**config.mk**
```make
export PLATFORM = sky130hd
export DESIGN_NAME = led_shifter_n
export DESIGN_NICKNAME = d
export VERILOG_FILES = /design/src/rtl/led_pkg.sv /design/src/rtl/tick_gen.sv /design/src/rtl/led_shifter_n.sv
export SDC_FILE = /design/constraint.sdc
export NUM_CORES = 1
export LEC_CHECK = 0
export CAP_MARGIN = 10
export CORE_ASPECT_RATIO = 1.1
export CORE_UTILIZATION = 54
export DETAILED_ROUTE_END_ITERATION = 6
export PLACE_DENSITY = 0.77
export SLEW_MARGIN = 15
export SYNTH_ARGS = -nofsm -noshare
export SYNTH_HDL_FRONTEND = slang
export SYNTH_SLANG_ARGS = --single-unit
```
**constraint.sdc**
```tcl
create_clock -name CLK -period 2 [get_ports CLK]
set_input_delay 0.3 -clock CLK [delete_from_list [all_inputs] [get_ports CLK]]
set_output_delay 0.3 -clock CLK [all_outputs]
set_load 0.01 [all_outputs]
```
**src/rtl/led_pkg.sv**
```systemverilog
// Shared constants and types for the LED pattern sequencer.
package led_pkg;

    localparam logic [1:0] MODE_ROT_L    = 2'd0;
    localparam logic [1:0] MODE_ROT_R    = 2'd1;
    localparam logic [1:0] MODE_PINGPONG = 2'd2;
    localparam logic [1:0] MODE_SHIFT_IN = 2'd3;

    typedef enum logic {
        DIR_LEFT  = 1'b0,
        DIR_RIGHT = 1'b1
    } dir_t;

endpackage

```
**src/rtl/tick_gen.sv**
```systemverilog
// Step prescaler: free-running count while enabled, STEP flags the terminal count.
module tick_gen #(
    parameter int PRESC_BITS = 19
) (
    input  logic CLK,
    input  logic RSTN,
    input  logic EN,
    input  logic CLR,
    output logic STEP
);

    localparam logic [PRESC_BITS-1:0] COUNT_MAX = {PRESC_BITS{1'b1}};

    logic [PRESC_BITS-1:0] count_r;

    // Prescaler counter; wraps naturally from COUNT_MAX to zero.
    always_ff @(posedge CLK or negedge RSTN) begin
        if (!RSTN) begin
            count_r <= {PRESC_BITS{1'b0}};
        end else if (CLR) begin
            count_r <= {PRESC_BITS{1'b0}};
        end else if (EN) begin
            count_r <= count_r + PRESC_BITS'(1);
        end else begin
            count_r <= count_r;
        end
    end

    assign STEP = EN & (count_r == COUNT_MAX);

endmodule

```
**src/rtl/led_shifter_n.sv**
```systemverilog
// LED pattern sequencer: rotate, ping-pong and serial shift modes with a prescaled step.
module led_shifter_n
    import led_pkg::*;
#(
    parameter int                 WIDTH      = 8,
    parameter int                 PRESC_BITS = 19,
    parameter logic [WIDTH-1:0]   INIT       = {{(WIDTH-1){1'b0}}, 1'b1}
) (
    input  logic             CLK,
    input  logic             RSTN,
    input  logic             EN,
    input  logic [1:0]       MODE,
    input  logic             LOAD,
    input  logic [WIDTH-1:0] DIN,
    input  logic             SIN,
    output logic [WIDTH-1:0] LEDS,
    output logic             TICK
);

    logic             step_raw_s;
    logic             step_s;
    logic [WIDTH-1:0] pattern_r;
    logic [WIDTH-1:0] next_pattern_s;
    logic [WIDTH-1:0] rot_l_s;
    logic [WIDTH-1:0] rot_r_s;
    dir_t             dir_r;
    dir_t             next_dir_s;
    logic             tick_r;

    tick_gen #(
        .PRESC_BITS (PRESC_BITS)
    ) u_tick_gen (
        .CLK  (CLK),
        .RSTN (RSTN),
        .EN   (EN),
        .CLR  (LOAD),
        .STEP (step_raw_s)
    );

    // A load on the terminal-count edge wins over the step.
    assign step_s = step_raw_s & ~LOAD;

    // Next pattern and bounce direction for the current mode.
    always_comb begin
        rot_l_s        = {pattern_r[WIDTH-2:0], pattern_r[WIDTH-1]};
        rot_r_s        = {pattern_r[0], pattern_r[WIDTH-1:1]};
        next_pattern_s = pattern_r;
        next_dir_s     = DIR_LEFT;
        case (MODE)
            MODE_ROT_L: begin
                next_pattern_s = rot_l_s;
            end
            MODE_ROT_R: begin
                next_pattern_s = rot_r_s;
            end
            MODE_PINGPONG: begin
                // Only the leading-edge bit for the current direction turns the bounce.
                if (dir_r == DIR_LEFT) begin
                    if (pattern_r[WIDTH-1]) begin
                        next_pattern_s = rot_r_s;
                        next_dir_s     = DIR_RIGHT;
                    end else begin
                        next_pattern_s = rot_l_s;
                        next_dir_s     = DIR_LEFT;
                    end
                end else begin
                    if (pattern_r[0]) begin
                        next_pattern_s = rot_l_s;
                        next_dir_s     = DIR_LEFT;
                    end else begin
                        next_pattern_s = rot_r_s;
                        next_dir_s     = DIR_RIGHT;
                    end
                end
            end
            MODE_SHIFT_IN: begin
                next_pattern_s = {pattern_r[WIDTH-2:0], SIN};
            end
            default: begin
                next_pattern_s = pattern_r;
            end
        endcase
    end

    // Pattern register: load has priority, otherwise advance on a step.
    always_ff @(posedge CLK or negedge RSTN) begin
        if (!RSTN) begin
            pattern_r <= INIT;
        end else if (LOAD) begin
            pattern_r <= DIN;
        end else if (step_s) begin
            pattern_r <= next_pattern_s;
        end else begin
            pattern_r <= pattern_r;
        end
    end

    // Bounce direction; outside ping-pong it is parked at LEFT so entry starts leftward.
    always_ff @(posedge CLK or negedge RSTN) begin
        if (!RSTN) begin
            dir_r <= DIR_LEFT;
        end else if (LOAD || (MODE != MODE_PINGPONG)) begin
            dir_r <= DIR_LEFT;
        end else if (step_s) begin
            dir_r <= next_dir_s;
        end else begin
            dir_r <= dir_r;
        end
    end

    // TICK marks the single cycle showing a freshly stepped pattern.
    always_ff @(posedge CLK or negedge RSTN) begin
        if (!RSTN) begin
            tick_r <= 1'b0;
        end else begin
            tick_r <= step_s;
        end
    end

    assign LEDS = pattern_r;
    assign TICK = tick_r;

endmodule

```
# Word-level counts from Yosys, hierarchy flattened
# Index checks and enable logic that the tools add are counted.
# word_totals
out_inout_bits	9
elab_cells	32
reg_bits	29
inputBits	15
# op_classes
reduce_logical	5
muxes	14
n_bitwise	3
n_eq_ne	5
addsub	1
# op_table
op	count
2-to-1 mux 8 bit	5
2-to-1 mux 19 bit	2
one-hot mux 8 bit (4 select lines)	1
adder 19 x 1 -> 19 bit (second input constant)	1
equality test 19 bit (second input constant)	1
2-to-1 mux 1 bit	6
nonzero test 2 bit	3
equality test 2 bit (second input constant)	2
AND 1 bit	2
equality test 2 x 1 -> 1 bit (second input constant)	1
logical NOT 2 bit	1
!= test 2 bit (second input constant)	1
logical OR 1 bit	1
inverter 1 bit	1

# Depth between registers and ports, before layout
# depth
ltp_word	5
depth_mapped	7
mapped_depth_nobuf	5

# Hierarchy
# Synthesis repeated with hierarchy kept, for this count alone.
# unflattened
cells_unflattened	187
hier_area_um2	1779.2
# by_module_without_submodules
mod	cells_each	area_each_um2	seq_area_each_um2	n_inst
tick_gen	102	997.2	475.5	1
led_shifter_n	85	782.0	251.5	1

# Worst setup path after synthesis
# Ideal clock, no wire load.
# synth_path
kind	register to register
start	register pattern_r[0] (netlist: LEDS[0])
end	register pattern_r[6] (netlist: LEDS[6])
period_less_slack_ns	1.694
required_ns	1.918
n_path_buf	1
arrival_time_ns	1.613
path_slack_ns	0.306
path_stages_with_launch	6
path_cell_list	dfstp_2 -> clkbuf_1 -> nand4bb_1 -> a21oi_1 -> or4_1 -> a31oi_1
# synth_via
elab_chain_len	5
# synth_lines
element	line	source
start: declaration	led_shifter_n.sv:22	logic [WIDTH-1:0] pattern_r;
start signal: assignment	led_shifter_n.sv:92	pattern_r <= next_pattern_s;
start signal: assignment	led_shifter_n.sv:94	pattern_r <= pattern_r;
2-to-1 mux 8 bit	led_shifter_n.sv:67	if (pattern_r[0]) begin
2-to-1 mux 8 bit	led_shifter_n.sv:58	if (dir_r == DIR_LEFT) begin
one-hot mux 8 bit (4 select lines)	led_shifter_n.sv:49	case (MODE)
2-to-1 mux 8 bit	led_shifter_n.sv:91	end else if (step_s) begin
2-to-1 mux 8 bit	led_shifter_n.sv:89	end else if (LOAD) begin
# Every way passes these cells. The select of a mux whose other input is x is not followed.
# A chain may end at the register's enable or synchronous reset.

# Worst setup path in the final report
# layout_path
start	register pattern_r[0] (netlist: LEDS[0])
end	output LEDS[0]
# layout_lines
element	line	source
end: declaration	led_shifter_n.sv:16	output logic [WIDTH-1:0] LEDS,
# No word-level cell between the ends.

==> run metrics <==
CP max stage cell=dfstp_2; io pins=24; Initial Util=0.564; Overall Global Routing Usage=0.239; Die W=55.8 um; DRT Pass-1 Iters=4; CP arrival=1.54 ns; critical path type=flip-flop to primary output; Slew HR=0.703; family with the most delay on the worst path=flip-flops; WL final=3890 um; post-cts gate resize count=0; Worst-path clk slew=0.10 ns; vias in the first global route=1,410; number of port buffers=23; Area growth, synth to finish=20.4%; post-route clock period utilization=0.920; Syn Inst Count=182; Hold WS=0.338 ns; worst slack at placement=0.00464 ns; layout cells sized above 1=0.119; DRC=0; CP peak stage delay=0.65 ns; Crit Path Max Fanout=10; core box area=3050 um^2; RD Place Congestion=0.789; largest net degree at the start of global routing=32; Max Cap Viol=0; Yosys reg bits=29; buffers inserted by post-CTS timing repair=0; setup_tns=0 ns; Synth cell types=43; Setup Skew=0.00619 ns; Static Leak=0.836 nW; Final ANT Viol Nets=0; area post-placement=2010 um^2; initial antenna violation count=0; worst vdd rail ir drop=0.578 mV; clock buffer count from CTS=5; fin nets=225; GR Overflow Total=0; synthesis warning total=0; DR vias/cell=6.26; worst path required time=1.70 ns; slew at the pin closest to its max-slew limit=0.445 ns; post-route cell area=2070 um^2; detailed-route via count=1,527; die area=3410 um^2; WL per Instance=16.0 um; sequential area share after synthesis=0.423; hold crit path type=input port to asynchronous set/reset pin; htree depth=2; CTS Root Cell=clkbuf_4; RSZ-0062 raised after global routing=false; startpoint types=flip-flop; final core occ=0.679; PwrDens=571 nW/um^2; Fin. Hold Viols=0; syn_nets=198; cts hold-fix bufs=0; clk buf depth=2; most frequent cells in the layout=dfrtp_1 (28), clkdlybuf4s50_1 (23), nor2_1 (16); CTS tree=yes; synthesized area per cell=9.44 um^2; commonest non-fill, non-tap cell in the layout=dfrtp_1; min Tclk post-route=1.84 ns; initial drt markers=113; FMAX=543 MHz; outcome=finished, final reports clean; synthesized cell area=1720 um^2; # setup viols final=0; CP endpoint kind=primary output; slack of the critical path=0.159 ns; clk sinks=29; first-pass GRT wire length=6130 um; count of buffer and inverter cells on the critical path=1; # diodes=0; clk_lat worst skew=0.33 ns; crit path cell chain=clkdlybuf4s50_1; # rows=21; Final Max Slew Viols=0; DIE HEIGHT=61.2 um; HPWL after DPL=2830 um
[area by class of cell]
| type | count | area [um^2] |
|---|---|---|
| clock inverter | 3 | 17.5 |
| fill | 265 | 980 |
| timing repair buffer | 35 | 320 |
| inverter | 4 | 15.0 |
| sequential | 29 | 727 |
| clock buffer | 5 | 37.5 |
| multi-input combinational | 134 | 908 |
| tap | 34 | 42.5 |
[layer usage]
metal  GRT usage  share of wire
met5           0              0
met3      0.0546          0.043
met4       0.129          0.013
met2       0.437           0.52
met1       0.267           0.42
[flip-flops by register name, summed over array words and instances (netlist names)]
signal,cells
u_tick_gen.count_r,19
dir_r,1
LEDS,8
TICK,1
[logic make-up (layout without fill, tap and decap cells)]
| group | Yosys count | count (layout) | share of synthesized area |
|---|---|---|---|
| XOR/XNOR | 13 | 13 | 0.0663 |
| adder cells (fa/ha/maj) | 1 | 1 | 0.00728 |
| multiplexers | 6 | 6 | 0.0364 |
| AO/OA/AOI/OAI | 50 | 50 | 0.206 |
| flip-flops | 29 | 29 | 0.423 |
| AND/OR/NAND/NOR | 64 | 64 | 0.213 |
| buffers and inverters | 19 | 47 | 0.0481 |
[power breakdown]
part	leakage, nW	internal, mW	switching [mW]
clock	0.0310	0.132	0.215
sequential	0.386	0.608	0.0341
combinational	0.419	0.105	0.0865
total	0.836	0.845	0.336
[per-stage QoR]
stage | total power, mW | std cells
2_1_floorplan | 0.745 | 182
3_3_place_gp | 0.840 | 236
3_5_place_dp | 0.846 | 236
4_1_cts | 1.20 | 244
5_1_grt | 1.24 | 244
6_report | 1.18 | 244
[worst paths after layout]
| path | from | depth (start not counted) | slack [ns] | endpoint |
|---|---|---|---|---|
| max | LEDS[0] | 1 | 0.16 | LEDS[0] |
| max in group asynchronous | RSTN | 2 | 1.36 | LEDS[0] |
| max reg2reg | u_tick_gen.count_r[4] | 4 | 0.24 | u_tick_gen.count_r[17] |
| min in group CLK | DIN[2] | 3 | 0.54 | LEDS[2] |
| min | RSTN | 2 | 0.34 | LEDS[3] |
| min reg2reg | u_tick_gen.count_r[6] | 2 | 0.55 | u_tick_gen.count_r[6] |
[cell usage after synthesis]
cell / n / area [um^2]
o221ai_1: 2 / 17.5
a2111oi_0: 1 / 8.76
nand4_4: 1 / 21.3
nand4bb_1: 1 / 11.3
or3_1: 3 / 18.8
a211oi_1: 1 / 7.51
a21oi_1: 9 / 45.0
ha_1: 1 / 12.5
o21ba_2: 1 / 10.0
a211o_1: 4 / 35.0
xnor2_1: 6 / 52.6
xor2_1: 7 / 61.3
dfrtp_1: 28 / 701
nand2b_1: 3 / 18.8
nand3_1: 5 / 25.0
a31oi_1: 3 / 18.8
buf_2: 3 / 15.0
and3_1: 2 / 12.5
o211ai_1: 8 / 60.1
and4_1: 6 / 52.6
nand2_1: 12 / 45.0
buf_6: 1 / 11.3
nor2b_1: 2 / 12.5
clkinv_1: 1 / 3.75
o21a_1: 1 / 7.51
o32ai_1: 1 / 8.76
nor3_1: 1 / 5.00
nor2_1: 16 / 60.1
o21bai_1: 1 / 7.51
mux2i_1: 4 / 40.0
dfstp_2: 1 / 26.3
o22ai_1: 3 / 18.8
o2111ai_1: 4 / 35.0
nor3b_1: 1 / 7.51
mux2_2: 2 / 22.5
inv_1: 3 / 11.3
or4_1: 5 / 37.5
a2111o_1: 1 / 11.3
o21ai_0: 5 / 25.0
nand4_1: 4 / 25.0
and2_1: 2 / 12.5
o31ai_1: 5 / 37.5
clkbuf_1: 11 / 41.3
Power figures use the tool's default switching activity.
